===== config.mk =====
export PLATFORM = sky130hd
export DESIGN_NAME = rx_fifo_credit
export DESIGN_NICKNAME = d
export VERILOG_FILES = /design/src/rtl/rx_fifo_credit.sv
export SDC_FILE = /design/constraint.sdc
export NUM_CORES = 1
export LEC_CHECK = 0
export CAP_MARGIN = 20
export CORE_MARGIN = 2
export CORE_UTILIZATION = 40
export CTS_CLUSTER_DIAMETER = 150
export DETAILED_ROUTE_END_ITERATION = 8
export HOLD_SLACK_MARGIN = 0.05
export PLACE_DENSITY = 0.54
export SLEW_MARGIN = 20
export SYNTH_ARGS = -nofsm -noshare
export SYNTH_HDL_FRONTEND = slang
export SYNTH_SLANG_ARGS = --single-unit
export TNS_END_PERCENT = 1

===== constraint.sdc =====
create_clock -name posedge_clk -period 5.5 [get_ports posedge_clk]
set_input_delay 0.825 -clock posedge_clk [delete_from_list [all_inputs] [get_ports posedge_clk]]
set_output_delay 0.825 -clock posedge_clk [all_outputs]
set_load 0.02 [all_outputs]

===== src/rtl/rx_fifo_credit.sv =====
// Receive-side N-char buffer with flow-control credit tracking.
// Decoded N-chars land in a first-word-fall-through FIFO. A small FSM asks
// the transmitter for FCTs while both the credit ceiling and the free buffer
// space can absorb another chunk. Credit misuse and overflow are flagged
// stickily, and EOP/EEP arrivals are pulsed one cycle after acceptance.
module rx_fifo_credit #(
  parameter int DEPTH      = 64,
  parameter int AW         = 6,
  parameter int MAX_CREDIT = 56,
  parameter int FCT_CHUNK  = 8
) (
  input  logic          posedge_clk,
  input  logic          rx_resetn,
  input  logic          link_running,
  input  logic [8:0]    rx_data_flag,
  input  logic          rx_buffer_write,
  input  logic          fct_sent,
  input  logic          rd_en,
  output logic [8:0]    rd_data,
  output logic          rd_valid,
  output logic          fifo_full,
  output logic [AW:0]   fifo_count,
  output logic [5:0]    credit_count,
  output logic          send_fct_req,
  output logic          credit_error,
  output logic          got_eop,
  output logic          got_eep
);

  typedef enum logic [1:0] {
    OFF,
    READY,
    REQ
  } state_e;

  state_e          state_q;
  logic [AW-1:0]   wrPtr_q, wrPtr_d;
  logic [AW-1:0]   rdPtr_q, rdPtr_d;
  logic [AW:0]     count_q, count_d;
  logic [5:0]      credit_q, credit_d;
  logic            sendReq_q;
  logic            creditErr_q, creditErr_d;
  logic            gotEop_q, gotEep_q;
  logic [8:0]      mem_q [DEPTH];

  logic            active;
  logic            strobe;
  logic            rdAccept;
  logic            wrAccept;
  logic            overflow;
  logic            zeroCredit;
  logic            canRequest;
  logic [31:0]     creditWide;
  logic [31:0]     freeWide;

  // The link must be running and the FSM out of OFF before anything is accepted.
  assign active     = link_running && (state_q != OFF);
  assign strobe     = rx_buffer_write && active;
  assign rdAccept   = rd_en && (count_q != '0);
  assign wrAccept   = strobe && (!fifo_full || rd_en);
  assign overflow   = strobe && fifo_full && !rd_en;
  assign zeroCredit = strobe && (credit_q == '0);

  // Another FCT fits if both the credit ceiling and the free space allow a whole chunk.
  assign creditWide = 32'(credit_q) + 32'(FCT_CHUNK);
  assign freeWide   = 32'(DEPTH) - 32'(count_q);
  assign canRequest = (creditWide <= 32'(MAX_CREDIT)) && (freeWide >= creditWide);

  // Next pointer and occupancy; an inactive link flushes the buffer back to empty.
  always_comb begin
    wrPtr_d = wrPtr_q;
    rdPtr_d = rdPtr_q;
    count_d = count_q;
    if (!active) begin
      wrPtr_d = '0;
      rdPtr_d = '0;
      count_d = '0;
    end else begin
      if (wrAccept) wrPtr_d = wrPtr_q + 1'b1;
      if (rdAccept) rdPtr_d = rdPtr_q + 1'b1;
      count_d = count_q + (AW+1)'(wrAccept) - (AW+1)'(rdAccept);
    end
  end

  // Next credit: one per strobe while credit remains, plus a chunk when an FCT goes out.
  always_comb begin
    credit_d = credit_q;
    if (strobe && (credit_q != '0)) credit_d = credit_q - 6'd1;
    if ((state_q == REQ) && fct_sent) credit_d = credit_d + 6'(FCT_CHUNK);
    if (32'(credit_d) > 32'(MAX_CREDIT)) credit_d = 6'(MAX_CREDIT);
    creditErr_d = creditErr_q || zeroCredit || overflow;
  end

  // FIFO pointers and occupancy.
  always_ff @(posedge posedge_clk or negedge rx_resetn) begin
    if (!rx_resetn) begin
      wrPtr_q <= '0;
      rdPtr_q <= '0;
      count_q <= '0;
    end else begin
      wrPtr_q <= wrPtr_d;
      rdPtr_q <= rdPtr_d;
      count_q <= count_d;
    end
  end

  // Storage array; contents need no reset because occupancy gates visibility.
  always_ff @(posedge posedge_clk) begin
    if (wrAccept) mem_q[wrPtr_q] <= rx_data_flag;
  end

  // Credit FSM with registered request, credit and sticky error.
  always_ff @(posedge posedge_clk or negedge rx_resetn) begin
    if (!rx_resetn) begin
      state_q     <= OFF;
      credit_q    <= '0;
      sendReq_q   <= 1'b0;
      creditErr_q <= 1'b0;
    end else if (!link_running) begin
      state_q     <= OFF;
      credit_q    <= '0;
      sendReq_q   <= 1'b0;
      creditErr_q <= 1'b0;
    end else begin
      case (state_q)
        OFF: begin
          state_q     <= READY;
          credit_q    <= '0;
          sendReq_q   <= 1'b0;
          creditErr_q <= 1'b0;
        end
        READY: begin
          credit_q    <= credit_d;
          creditErr_q <= creditErr_d;
          if (canRequest) begin
            state_q   <= REQ;
            sendReq_q <= 1'b1;
          end
        end
        REQ: begin
          credit_q    <= credit_d;
          creditErr_q <= creditErr_d;
          if (fct_sent) begin
            state_q   <= READY;
            sendReq_q <= 1'b0;
          end
        end
        default: begin
          state_q   <= OFF;
          sendReq_q <= 1'b0;
        end
      endcase
    end
  end

  // End-of-packet markers pulse the cycle after the marker is accepted.
  always_ff @(posedge posedge_clk or negedge rx_resetn) begin
    if (!rx_resetn) begin
      gotEop_q <= 1'b0;
      gotEep_q <= 1'b0;
    end else begin
      gotEop_q <= wrAccept && (rx_data_flag == 9'h100);
      gotEep_q <= wrAccept && (rx_data_flag == 9'h101);
    end
  end

  assign rd_valid     = (count_q != '0);
  assign rd_data      = rd_valid ? mem_q[rdPtr_q] : 9'h000;
  assign fifo_full    = (count_q == (AW+1)'(DEPTH));
  assign fifo_count   = count_q;
  assign credit_count = credit_q;
  assign send_fct_req = sendReq_q;
  assign credit_error = creditErr_q;
  assign got_eop      = gotEop_q;
  assign got_eep      = gotEep_q;

endmodule


Word level (Yosys, flattened, before mapping)
Memory sizes are Yosys's and may differ from the RTL's.
Cells that the tools add are included.
{"block": "word_totals", "elab_cells": 78, "memories": 1, "inputBits": 15, "ram_bits": 576, "reg_bits": 31, "out_inout_bits": 28}
{"memory": "mem_q", "words": 64, "width": 9, "read_ports": 1, "rd_clocked_by_memory_dff": 0, "wr": 1, "line_no": "44", "source": "logic [8:0] mem_q [DEPTH];"}
{"block": "classes", "n_lt_le_gt_ge": 3, "muxes": 23, "addsub": 8, "eq_ne": 10, "n_reduce_logical": 24}
{"cell": "two-way mux 6 bit", "count": 8}
{"cell": "greater-or-equal comparator 32 x 7 -> 1 bit", "count": 1}
{"cell": "equality test 9 bit, second input constant", "count": 2}
{"cell": "adder 6 x 1 -> 6 bit, second input constant", "count": 2}
{"cell": "logical AND 1 bit", "count": 12}
{"cell": "case mux 6 bit (2 select lines)", "count": 1}
{"cell": "two-way mux 9 bit", "count": 1}
{"cell": "subtractor 7 x 7 -> 8 bit, first input constant", "count": 1}
{"cell": "adder 6 x 4 -> 7 bit, second input constant", "count": 1}
{"cell": "adder 7 x 1 -> 7 bit", "count": 1}
{"cell": "equality test 7 bit, second input constant", "count": 1}
{"cell": "<= comparator 7 x 6 -> 1 bit, second input constant", "count": 1}
{"cell": "two-way mux 7 bit", "count": 1}
{"cell": "nonzero test 7 bit", "count": 1}
{"cell": "subtractor 7 x 1 -> 7 bit", "count": 1}
{"cell": "adder 6 x 4 -> 6 bit, second input constant", "count": 1}
{"cell": "greater-than comparator 6 bit, second input constant", "count": 1}
{"cell": "logical NOT 6 bit", "count": 1}
{"cell": "two-way mux 1 bit", "count": 6}
{"cell": "two-way mux 2 bit", "count": 3}
{"cell": "!= test 3 bit, second input constant", "count": 2}
{"cell": "case mux 2 bit (3 select lines)", "count": 1}
{"cell": "nonzero test 6 bit", "count": 1}
{"cell": "subtractor 6 x 1 -> 6 bit, second input constant", "count": 1}
{"cell": "other kinds (11)", "count": 16}

Depth between registers and ports, before layout
Gate-level depths: netlist of run 1.
{"block": "logic_depth", "ltp_word": 11, "ltp_mapped": 18, "mapped_depth_nobuf": 16}

Worst setup path after synthesis of run 1
Ideal clock, no wire load.
{"block": "synth_timing", "path_kind": "reg2reg", "startpoint": "register count_q[1], in the netlist fifo_count[1]", "endpoint": "register count_q[6], in the netlist fifo_count[6]", "required_time_ps": 5368, "slack_ps": 2137, "t_arrival_ps": 3231, "period_less_slack_ps": 3363, "path_buffers": 2, "path_stages_with_launch": 19, "setup_ps": 132, "cell_sequence": "dfrtp_1 -> inv_1 -> ha_1 -> nand3_1 -> or2_2 -> clkbuf_1 -> and2_1 -> clkbuf_1 -> ha_1 -> inv_1 -> ha_1 -> inv_1 -> fa_1 -> o21bai_1 -> a21oi_1 -> o21bai_1 -> a21oi_1 -> xor2_1 -> nor2_1"}
{"block": "synth_between", "elab_cells_between_ends": 9, "cone_classes": "2 x add/sub; 1 x eq/ne; 1 x mux; 5 x reduce/logical"}
{"item": "start: declaration", "line_no": "39", "source": "logic [AW:0] count_q, count_d;"}
{"item": "start signal: assignment", "line_no": "103", "source": "count_q <= count_d;"}
{"item": "nonzero test 7 bit"}
{"item": "net rd_valid", "line_no": "20", "source": "output logic rd_valid,"}
{"item": "logical AND 1 bit", "line_no": "59", "source": "assign rdAccept = rd_en && (count_q != '0);"}
{"item": "subtractor 7 x 1 -> 7 bit", "line_no": "81", "source": "count_d = count_q + (AW+1)'(wrAccept) - (AW+1)'(rdAccept);"}
{"item": "two-way mux 7 bit", "line_no": "74", "source": "if (!active) begin"}
{"item": "net count_d[6]", "line_no": "39"}
The timed path passes the listed nets, and every way through them passes these cells.
A chain may end at the register's enable or synchronous reset.

Final worst setup path of run 1
{"block": "layout_timing", "startpoint": "register rdPtr_q[3]", "endpoint": "output port rd_data[6]"}
{"block": "layout_between", "elab_chain_len": 2}
{"item": "start: declaration", "line_no": "38", "source": "logic [AW-1:0] rdPtr_q, rdPtr_d;"}
{"item": "start signal: assignment", "line_no": "102", "source": "rdPtr_q <= rdPtr_d;"}
{"item": "memory (64 x 9 bit)"}
{"item": "two-way mux 9 bit", "line_no": "168", "source": "assign rd_data = rd_valid ? mem_q[rdPtr_q] : 9'h000;"}
{"item": "end: declaration", "line_no": "19", "source": "output logic [8:0] rd_data,"}
No other way between the ends.

==> impl_metrics.csv, run 1 <==
group,metric,value,unit
clock_tree,cts_setup_buffers,0,
timing,min_period_over_period,0.901,
clock_tree,postCtsHoldBufs,0,
place,portBuffers,42,
setup_path,crit_path_max_fanout,27,
yosys,ys_ff_latch,606,
clock_tree,tritoncts,"built",
status,outcome,"finished clean",
yosys,synth_fp_nets,1338,
clock_tree,clkLatencyLatePin,600,ps
yosys,synth_seq_area_share,0.732,
yosys,synth_top_area_cell,"edfxtp_1",
yosys,synth_ff_type,"edfxtp_1",
yosys,ys_warn_count,0,
yosys,async_flop_share,0.0495,
detailed_routing,vias_per_cell,5.67,
detailed_routing,drtAntennaViolNets,0,
timing,period_needed,4950,ps
global_route,grt_pass1_wl,88.9,mm
timing,setup_violations,0,
clock_tree,clk_path_buf_depth,3,
finish,synthToLayoutAreaGrowth,14.7,%
clock_tree,cts.sinks,606,
clock_tree,cts_made_buffers,66,
setup_path,critPathKind,"flop to output pin",
detailed_routing,drt_iter0_drc,1201,
timing,setup_tns,0,ps
timing,slew_headroom,0.300,
detailed_routing,drc,0,
power,p_leak,8.98,nW
setup_path,worstPathArrival,4130,ps
yosys,synth_area,24700,um^2
finish,final_nets,1436,
detailed_routing,first_pass_iters,5,
finish,antenna_cells,0,
place,dpl.hpwl,37.1,mm
yosys,ys_types,60,
clock_tree,clk_pin_slew,70,ps
clock_tree,h-tree-depth,3,
timing,hold_ws,375,ps
global_route,antenna_found_initial,2,
timing,tightest_slew,1050,ps
clock_tree,postCtsResizedCells,0,
timing,fmax,202,MHz
floorplan,rows,91,
yosys,synth_top_cells_by_count,"edfxtp_1 (576), mux4_2 (153), nor2_1 (113)",
setup_path,r2r-start,"fifo_count[1]$_DFF_PN0_",
yosys,synth_edf_count,576,
setup_path,startpoint,"rdPtr_q[3]$_DFFE_PN0P_",
global_route,grt_pass1_vias,12900,
floorplan,die_h,252,um
yosys,syn_avg_cell_area,19.1,um^2
timing,maxSlewViolCount,0,
place,gp_congestion,0.823,
clock_tree,clockRootBuffer,"clkbuf_16",
global_route,overflow,0,
global_route,grt_max_degree,75,
hold_path,holdCritPathClass,"primary input to async pin",
floorplan,die_w,252,um
floorplan,start_util,0.402,
power,powerDensity,415,nW/um^2
timing,rsz0062_at_grt,"false",
job,drv_cap,0,
detailed_routing,vias,12600,
setup_path,required,4680,ps
floorplan,io_pins,43,
detailed_routing,drt_wl_total,60.3,mm
floorplan,core_area,61400,um^2
setup_path,cp-start-kind,"flop",
timing,finalHoldViolCount,0,
yosys,synth_top_cell_area_share,0.701,
setup_path,worstSetupEndpointType,"output pin",
finish,layout-drive-gt1-share,0.225,
finish,fillCellCount,5168,
timing,finClkSkew,20.8,ps
power,ir_worst_vdd,0.310,mV
yosys,synth_cells,1290,
floorplan,dieArea,63700,um^2
global_route,grt_use_total,0.194,
detailed_routing,avgRoutedWirePerCell,27.1,um
yosys,yosysMostFrequentCell,"edfxtp_1",
yosys,ys_top_cells_by_area,"edfxtp_1 (70%), mux4_2 (14%), dfrtp_1 (3.0%), nor2_1 (1.7%), ha_1 (1.6%)",
-- logic make-up after synthesis --
family          after synthesis  share of synthesized area
mux                         179                      0.151
xor+xnor                     25                    0.00888
simple gates                252                     0.0452
fa+ha+maj                    33                     0.0170
buf+inv                      94                     0.0174
flops                       606                      0.732
compound gates              101                     0.0291
-- where the power goes --
group / internal (W) / switching [W]
logic: 0.000987 / 0.00123
clock network: 0.00260 / 0.00175
registers: 0.00510 / 0.0000716
total: 0.00869 / 0.00304
-- placed cells by master (no fill, tap or decap), types with 13 or more instances in the layout --
cell             Yosys  routed
edfxtp_1           576     576
mux4_2             153     153
nor2_1             113     113
nand2_1             75      75
clkbuf_16            0      71
buf_4               12      51
ha_1                32      32
clkdlybuf4s50_1      0      32
dfrtp_1             30      28
inv_1               25      25
xnor2_1             19      19
mux2i_1             19      19
clkbuf_1            28      18
a21oi_1             14      14
nand3_1             14      14
o2111ai_1           13      13
-- layer usage --
metal | GRT usage | share of wire | up-vias
met5 | 0 | 0.00022 | -
met4 | 0.0546 | 0.018 | 2
met3 | 0.0367 | 0.067 | 78
met2 | 0.306 | 0.47 | 437
met1 | 0.275 | 0.44 | 6699
li1 | - | - | 5395
-- worst max-delay path: stages (launching register included) --
cell	delay (ps)
dfrtp_1	650
clkinv_1	820
nand2_1	700
a211oi_1	150
o41ai_1	490
clkdlybuf4s50_1	710
-- per-stage QoR --
stage | cells | cell area [um^2] | power (W) | worst slack (ps) | util
floorplan | 1290 | 24700 | 0.00678 | 2140 | -
global placement | 2110 | 26200 | 0.00750 | 1130 | 0.427
detailed placement | 2110 | 26200 | 0.00751 | 974 | 0.427
CTS | 2226 | 28300 | 0.0119 | 609 | 0.461
global route | 2226 | 28300 | 0.0122 | 398 | 0.461
finish | 2226 | 28300 | 0.0117 | 546 | 0.461
-- state kept, by name, summed over array words and instances, names as in the netlist --
register	count
credit_count	6
credit_error	1
fifo_count	7
got_eep	1
got_eop	1
mem_q	576
rdPtr_q	6
state_q	2
wrPtr_q	6
-- area by class of cell --
| cell class | instances | area [um^2] | share of cell area |
|---|---|---|---|
| sequential | 606 | 18100 | 0.638 |
| tap | 790 | 988 | 0.0349 |
| timing repair buffer | 96 | 843 | 0.0298 |
| clock buffer | 90 | 1860 | 0.0657 |
| inverter | 28 | 105 | 0.00371 |
| multi-input combinational | 590 | 6190 | 0.219 |
| clock inverter | 26 | 259 | 0.00915 |
-- path summary, 6_finish.rpt --
kind                                            end  slack (ps)  depth (start not counted)
max in group asynchronous    rdPtr_q[1]$_DFFE_PN0P_        4400                          1
hold / removal              fifo_count[5]$_DFF_PN0_         380                          1
setup reg to reg             mem_q[35][6]$_DFFE_PP_        1710                          8
setup / recovery                         rd_data[6]         550                          5
hold reg to reg            credit_error$_DFFE_PN0P_         480                          1
min in group posedge_clk   credit_error$_DFFE_PN0P_         480                          1
Note: power is estimated with default switching activity, not from simulation.
==> run 2: changes to the inputs <==
CORE_MARGIN = 10   (was 2)
==> run 2 against run 1 <==
Net effect:
- clock power is 7.6% lower
- power is 2.4% lower
- sequential cell count stayed put
- core utilization is 0.38 points higher
- die area is 13% higher
- combinational power is 2% higher
- highest routed layer unchanged
==> impl_metrics.csv, run 2 (synthesis results as in run 1) <==
group,metric,value,unit
global_route,grt_pass1_wl,89.5,mm
detailed_routing,first_pass_iters,6,
detailed_routing,drt_iter0_drc,1243,
clock_tree,cts_made_buffers,61,
setup_path,crit_path_max_fanout,33,
global_route,grt_use_total,0.170,
finish,top_register,"mem_q",
detailed_routing,wl_met1,27.2,mm
finish,most-common-layout-cells,"edfxtp_1 (576), mux4_2 (153), nor2_1 (113)",
job,drv_cap,0,
place,placed_area,26300,um^2
detailed_routing,drt_wl_total,60.2,mm
detailed_routing,vias,12600,
timing,tightest_slew,1020,ps
timing,finClkSkew,20.4,ps
clock_tree,postCtsResizedCells,0,
timing,fmax,206,MHz
finish,layout-drive-gt1-share,0.234,
clock_tree,clk_pin_slew,60,ps
power,powerDensity,406,nW/um^2
power,p_seq_frac,0.452,
setup_path,worstPathArrival,4030,ps
global_route,grt_max_degree,67,
detailed_routing,drtAntennaViolNets,0,
power,p_leak,8.98,nW
finish,fillCellCount,5068,
detailed_routing,vias_per_cell,5.65,
clock_tree,h-tree-depth,2,
setup_path,critPathKind,"flop to output pin",
place,portBuffers,42,
power,swShare,0.264,
place,gp_congestion,0.861,
finish,largest_reg_flops,576,
floorplan,die_w,268,um
detailed_routing,top_layer_used,"met5",
setup_path,cp-start-kind,"flop",
floorplan,rows,90,
finish,final_common_cell,"edfxtp_1",
detailed_routing,drc,0,
setup_path,cpMaxStageDelayCell,"dfrtp_4",
global_route,grt_pass1_vias,12800,
finish,design_area,28200,um^2
power,pwr-share-comb,0.197,
clock_tree,cts.sinks,606,
clock_tree,clockRootBuffer,"clkbuf_16",
floorplan,dieArea,72000,um^2
timing,maxSlewViolCount,0,
power,ir_worst_vdd,0.317,mV
setup_path,required,4680,ps
detailed_routing,avgRoutedWirePerCell,27.0,um
clock_tree,clk_path_buf_depth,3,
detailed_routing,met3_length,3.38,mm
place,dpl.hpwl,38.3,mm
floorplan,io_pins,43,
detailed_routing,dr_wl_met2,28.2,mm
power,p_int,0.00842,W
setup_path,worstSetupEndpointType,"output pin",
timing,period_needed,4860,ps
clock_tree,tritoncts,"built",
floorplan,core_area,60700,um^2
setup_path,slowest_delay,620,ps
timing,min_period_over_period,0.883,
setup_path,critPathMostFrequentCell,"mux4_2",
finish,multi_input_area,6190,um^2
status,outcome,"finished clean",
power,power_switching,0.00303,W
finish,regArea,18100,um^2
floorplan,die_h,268,um
setup_path,crit_family,"buffers and inverters",
hold_path,holdCritPathClass,"primary input to async pin",
timing,finalHoldViolCount,0,
timing,rsz0062_at_grt,"false",
clock_tree,cts_setup_buffers,0,
clock_tree,postCtsHoldBufs,0,
finish,final_nets,1446,
timing,setup_violations,0,
global_route,antenna_found_initial,2,
timing,setup_tns,0,ps
timing,slew_headroom,0.322,
power,clkPwrFrac,0.351,
global_route,overflow,0,
finish,synthToLayoutAreaGrowth,14.4,%
clock_tree,clkLatencyLatePin,630,ps
setup_path,worstPathCellList,"buf_12 > buf_4 > mux4_2 > mux4_2 > mux2i_1 > o22ai_1 > clkdlybuf4s50_1",
floorplan,start_util,0.406,
setup_path,path_buf_inv,3,
## run 2: cell count changes in the layout (fill, tap and decap cells not counted)
| cell | previous run | this run |
|---|---|---|
| buf_4 | 51 | 65 |
| clkbuf_16 | 71 | 61 |
| inv_6 | 2 | 4 |
| clkbuf_1 | 18 | 13 |
| buf_12 | 5 | 6 |
| clkinv_1 | 11 | 9 |
| clkinv_2 | 7 | 12 |
| clkinv_4 | 0 | 1 |
| buf_2 | 7 | 8 |
| clkbuf_2 | 1 | 0 |
| diode_2 | 0 | 2 |
| clkbuf_8 | 1 | 3 |
## run 2: power by group through the flow
stage                     clock, W  combinational [W]  sequential (W)
after floorplan                  0            0.00152         0.00526
after global placement           0            0.00228         0.00527
after detailed placement         0            0.00229         0.00527
after CTS                  0.00410            0.00230         0.00517
after global routing       0.00429            0.00248         0.00518
final                      0.00402            0.00226         0.00517
## run 2: worst register-to-register path: stages (launching register included)
cell     delay (ps)
dfrtp_1         460
inv_1           120
ha_1            260
and4_1          260
a21oi_2         370
inv_1           140
nor2_1          240
nand3_1         670
nor2_1          900
## run 2: layout make-up
type | count | area share
Antenna cell | 2 | 0.000177
Clock buffer | 77 | 0.0573
Clock inverter | 32 | 0.0107
Inverter | 28 | 0.00372
Multi-Input combinational cell | 590 | 0.219
Sequential cell | 606 | 0.640
Tap cell | 782 | 0.0347
Timing Repair Buffer | 111 | 0.0343
## run 2: worst paths after layout
kind	cells past startpoint	startpoint	slack, ps	end
max	7	rdPtr_q[0]$_DFFE_PN0P_	640	rd_data[7]
min	1	rx_resetn	290	state_q[1]$_DFFE_PN0P_
max reg2reg	8	fifo_count[1]$_DFF_PN0_	1700	mem_q[27][5]$_DFFE_PP_
min reg2reg	1	credit_error$_DFFE_PN0P_	490	credit_error$_DFFE_PN0P_
max in group asynchronous	1	rx_resetn	4630	rdPtr_q[1]$_DFFE_PN0P_
min in group posedge_clk	1	credit_error$_DFFE_PN0P_	490	credit_error$_DFFE_PN0P_
## run 2: metal layers
metal	vias to the layer above	GRT usage
li1	5416	-
met1	6658	0.246
met2	403	0.263
met3	103	0.0281
met4	2	0.0485
met5	-	0
## run 2: stage by stage
step	worst slack [ps]	hold slack [ps]	power, W	cells	utilization
after floorplan	2140	529	0.00678	1290	-
after global placement	1160	465	0.00755	2117	0.433
after detailed placement	1050	474	0.00756	2117	0.433
after CTS	577	295	0.0116	2226	0.465
after global routing	446	330	0.0119	2226	0.465
final	642	287	0.0114	2228	0.465
==> patch 1 (config.mk and constraints of run 1) <==
Register the output `fifo_count` once more, cleared by the reset; this adds one clock of latency there. The other outputs are not delayed to match.
--- a/src/rtl/rx_fifo_credit.sv
+++ b/src/rtl/rx_fifo_credit.sv
@@ -167,7 +167,13 @@
   assign rd_valid     = (count_q != '0);
   assign rd_data      = rd_valid ? mem_q[rdPtr_q] : 9'h000;
   assign fifo_full    = (count_q == (AW+1)'(DEPTH));
-  assign fifo_count   = count_q;
+  always_ff @(posedge posedge_clk or negedge rx_resetn) begin
+    if (!rx_resetn) begin
+      fifo_count <= '0;
+    end else begin
+      fifo_count <= count_q;
+    end
+  end
   assign credit_count = credit_q;
   assign send_fct_req = sendReq_q;
   assign credit_error = creditErr_q;
Function: changed (Yosys sat finds a counterexample within 4 cycles, from zero or initial values and one cycle with rx_resetn low).
==> patch 1 against run 1 <==
- worst setup slack gained 0.054 ns
- sequential cell count up 7
- wire length down 2.3%
- area after synthesis up 1.0%
- design area increased by 0.71%
- synthesized cell count unchanged
- power fell by 0.33%
- critical endpoint is now rd_data[1]
==> patch 1: results (changes against run 1) <==
status = finished clean
CTS Buf Count = 67 (+1.5%)
initial antenna violation count = 1 (-1)
Detailed Route Iter0 Violations = 1,153 (-4.0%)
Max IR drop VDD = 218 µV (-30%)
post_cts resized = 0 (unchanged)
DP HPWL = 36,400 µm (-2.0%)
first-pass GRT wire length = 87,000 µm (-2.1%)
final net count = 1,437 (+0.070%)
drt pass-1 iters = 5 (unchanged)
gr usage total = 19.0% (-0.34 points)
Pleak = 9.07 nW (+0.98%)
synthesized net count = 1,338 (unchanged)
wire length per cell = 25.9 µm (-4.3%)
most frequent cells after synthesis = edfxtp_1, mux4_2, nor2_1
Synth cell types = 62 (+3.3%)
vias = 12,400 (-1.8%)
CTS root buffer = clkbuf_16
gpl congestion = 0.826 (+0.32%)
worst-path fanout max = 47 (+74%)
Hold WC Path Type = in -> async
Worst Path Arrival = 4.07 ns (-0.06 ns)
layout cells sized above 1 = 22.4% (-0.070 points)
pre-CTS WS = 1.06 ns (+0.0905 ns)
clk buf depth = 3 (unchanged)
Post-synth top flop = edfxtp_1
Largest regs = mem_q: 576 flops, count_q: 7 flops, fifo_count: 7 flops
Slew @ Worst Pin = 1.09 ns (+0.0348 ns)
Synth Warn # = 0 (unchanged)
largest net degree at the start of global routing = 67 (-11%)
port buffer count = 42 (unchanged)
Post-synth ARST share = 6.04% (+1.1 points)
vias in the first global route = 12,700 (-1.6%)
worst skew pair latency = 0.60 ns (about the same)
Setup Skew = 0.0188 ns (-0.00199 ns)
Seq/Total Area, Yosys = 73.1% (about the same)
clock slew seen by the registers of the worst setup and hold paths = 0.06 ns
Synth area leaders = edfxtp_1, mux4_2, dfrtp_1, nor2_1, ha_1
H-Tree Depth = 3 (unchanged)
Post-CTS Setup Bufs = 0 (unchanged)
number of flops mapped to enable cells by yosys = 576 (unchanged)
## patch 1: cell count changes after synthesis, sizes merged, moves of 2 or more
| cell | run 1 | this run |
|---|---|---|
| clkbuf | 28 | 26 |
| nand2 | 75 | 72 |
| and2 | 8 | 10 |
| buf | 38 | 40 |
| a211oi | 9 | 11 |
| mux4 | 153 | 155 |
| a31oi | 7 | 4 |
| mux2 | 7 | 5 |
| a221oi | 3 | 1 |
| o41ai | 3 | 6 |
| dfrtp | 30 | 37 |
| and3 | 4 | 7 |
| o211ai | 7 | 4 |
| o21ai | 9 | 4 |
## patch 1: power breakdown
group	internal [W]	leakage [nW]	switching, W	total (W)
sequential	0.00517	5.68	0.0000965	0.00526
clock	0.00248	0.992	0.00176	0.00424
combinational	0.000991	2.40	0.00120	0.00219
total	0.00863	9.07	0.00306	0.0117
## patch 1: path summary, 6_finish.rpt
path	start	end	slack, ns	depth (start not counted)
worst max-delay path	rdPtr_q[0]	rd_data[1]	0.60	6
worst min-delay path	rx_resetn	fifo_count[3]	0.37	1
worst max register to register	count_q[3]	mem_q[41][4]	1.74	8
worst min register to register	count_q[5]	fifo_count[5]	0.38	0
max in group asynchronous	rx_resetn	rdPtr_q[1]	4.45	1
min in group posedge_clk	count_q[5]	fifo_count[5]	0.38	0
## patch 1: stage by stage
step | hold slack (ns) | cells | cell area (µm²) | power [W]
3_5_place_dp | 0.368 | 2157 | 26400 | 0.00759
5_1_grt | 0.406 | 2273 | 28500 | 0.0122
2_1_floorplan | 0.354 | 1290 | 24900 | 0.00688
4_1_cts | 0.377 | 2273 | 28500 | 0.0118
6_report | 0.369 | 2274 | 28500 | 0.0117
3_3_place_gp | 0.377 | 2157 | 26400 | 0.00756
## patch 1: cell families after synthesis
family                     Yosys count  share of synthesized area (%)
muxes                              178                           15.0
DFF                                613                           73.1
adders and majority gates           33                           1.69
AOI/OAI and AO/OA                   94                           2.74
and+or+nand+nor                    253                           4.59
xor gates and xnor gates            25                          0.879
buffers and inverters               94                           1.96
## patch 1: worst max-delay path, cell delays in order (launching register included)
cell and delay [ns]:
dfrtp_4 0.88, buf_12 0.42, mux4_2 0.55, and2_1 0.16, a211oi_1 0.56, o41ai_1 0.24
clkdlybuf4s50_1 0.59
## patch 1: area by class of cell
type | count | area, µm²
repair buffers | 96 | 853
fillers | 5204 | 33100
clock buffers | 81 | 1770
clock inverters | 35 | 282
well taps | 837 | 1050
flip-flops and latches | 613 | 18200
inverters | 28 | 105
diodes | 1 | 2.50
multi-input cells | 583 | 6210
## patch 1: metal layers
metal	vias up	routed length, µm	part of all wire [%]	track usage, %
met5	-	0	0	0
met4	0	1170	2.0	5.58
met3	80	3860	6.5	3.62
met2	362	27500	47	29.4
met1	6533	26400	45	27.6
li1	5411	-	-	-
==> patch 2 (flow settings as in run 1) <==
Made on the original files. Set the parameter `DEPTH` to 128 (it was 64).
--- a/src/rtl/rx_fifo_credit.sv
+++ b/src/rtl/rx_fifo_credit.sv
@@ -4,7 +4,7 @@
 // space can absorb another chunk. Credit misuse and overflow are flagged
 // stickily, and EOP/EEP arrivals are pulsed one cycle after acceptance.
 module rx_fifo_credit #(
-  parameter int DEPTH      = 64,
+  parameter int DEPTH      = 128,
   parameter int AW         = 6,
   parameter int MAX_CREDIT = 56,
   parameter int FCT_CHUNK  = 8
Check against the original RTL: not equivalent (Yosys sat finds a counterexample within 4 cycles, from zero or initial values and one cycle with rx_resetn low).
==> patch 2 against run 1 <==
- clock power fell by 3%
- area after synthesis grew 0.23%
- via count decreased by 0.47%
- power is 2.8% lower
- design area increased by 0.34%
- worst setup slack better by 0.11 ns
- sequential cell count unchanged
- wire length down 0.34%
- non-clock buffer count increased by 16
- largest cell class unchanged
- highest routed layer unchanged
==> patch 2: results (changes against run 1) <==
CP endpoint = rd_data[3]
comb_multi_in = 591 (+0.17%)
synthesized net count = 1,338 (unchanged)
utilization after layout = 46.3% (+0.16 points)
most frequent cells after synthesis = edfxtp_1, mux4_2, nor2_1
layout cells sized above 1 = 23.2% (+0.75 points)
multi-input combinational cell area = 6220 µm² (+0.51%)
Setup Skew = 0.0287 ns (+0.00790 ns)
Hold WC Path Type = reg -> reg
gpl congestion = 0.839 (+2.0%)
Placed Cells = 2,132 (+1.0%)
met2 Usage GRT = 31.7% (+1.1 points)
crit share post-route = 88.0% (-2.0 points)
Max IR drop VDD = 288 µV (-7.3%)
Clock Buffer Count = 86 (-4.4%)
Synth cell types = 66 (+10%)
largest net degree at the start of global routing = 67 (-11%)
r2r setup slk = 1.52 ns (-0.19 ns)
met2 WL = 29,800 µm (+4.4%)
Worst Path Arrival = 4.02 ns (-0.11 ns)
fill cell count = 5,116 (-1.0%)
Inverters excl. clock = 33 (+18%)
H-Tree Depth = 3 (unchanged)
DP Area = 26,400 µm² (+0.65%)
number of flops mapped to enable cells by yosys = 576 (unchanged)
met3 usage = 3.32% (-0.35 points)
routed length on met3 = 3320 µm (-17%)
Clock buf/inv share = 7.20% (-0.29 points)
Fin Hold WS = 0.585 ns (+0.210 ns)
Seq/Total Area, Yosys = 73.0% (-0.17 points)
Signal buffers = 112 (+17%)
GR Layer Usage met1 = 26.6% (-0.92 points)
r2r worst-path depth = 10 (+2)
wire length per cell = 26.8 µm (-1.1%)
Synth area leaders = edfxtp_1, mux4_2, dfrtp_1, nor2_1, ha_1
Metal-1 WL = 25,600 µm (-4.0%)
Detailed Route Iter0 Violations = 1,113 (-7.3%)
initial antenna violation count = 1 (-1)
Final non-clock buffer share = 3.39% (+0.41 points)
clk buf depth = 3 (unchanged)
drt via density = 5.59 (-1.3%)
worst-path fanout max = 21 (-22%)
pre-CTS WS = 1.18 ns (+0.207 ns)
Mean Syn Cell Area = 19.2 µm² (+0.23%)
DP HPWL = 37,800 µm (+2.0%)
final net count = 1,458 (+1.5%)
Slew @ Worst Pin = 1.09 ns (+0.0389 ns)
first-pass GRT wire length = 88,700 µm (-0.29%)
gr usage total = 19.3% (-0.033 points)
Synth Warn # = 0 (unchanged)
routed wire length = 60,100 µm (-0.34%)
CP Launch Point = rdPtr_q[0]
Reg-to-Reg End = mem_q[19][2]
Pleak = 9.10 nW (+1.3%)
status = finished clean
Post-synth top flop = edfxtp_1
vias in the first global route = 13,000 (+0.58%)
==> patch 2: changes by cell type after synthesis, moves of 6 or more <==
cell,delta
clkbuf_1,-9
mux2i_1,+6
buf_2,+6
and2_1,-8
a211oi_1,-6
nand3_1,+6
nand2_1,+7
==> patch 2: cell families after synthesis <==
logic type	Yosys count	synth area share, %
XOR/XNOR	26	0.921
multiplexers	180	15.0
AO/OA/AOI/OAI	100	3.07
AND/OR/NAND/NOR	252	4.47
flip-flops	606	73.0
buffers and inverters	93	1.84
adder cells (fa/ha/maj)	33	1.70
==> patch 2: worst max-delay path, cell delays in order (launching register included) <==
cell and delay, ns:
dfrtp_4 0.71, buf_4 0.31, mux4_2 0.52, mux2i_1 0.51, o2111ai_1 0.32, nand3_1 0.33, o21ai_1 0.15, clkdlybuf4s50_1 0.57
==> patch 2: power breakdown <==
part,internal [W],leakage [nW],switching [W]
clock network,0.00247,0.995,0.00177
logic,0.000893,2.52,0.00112
registers,0.00509,5.59,0.0000601
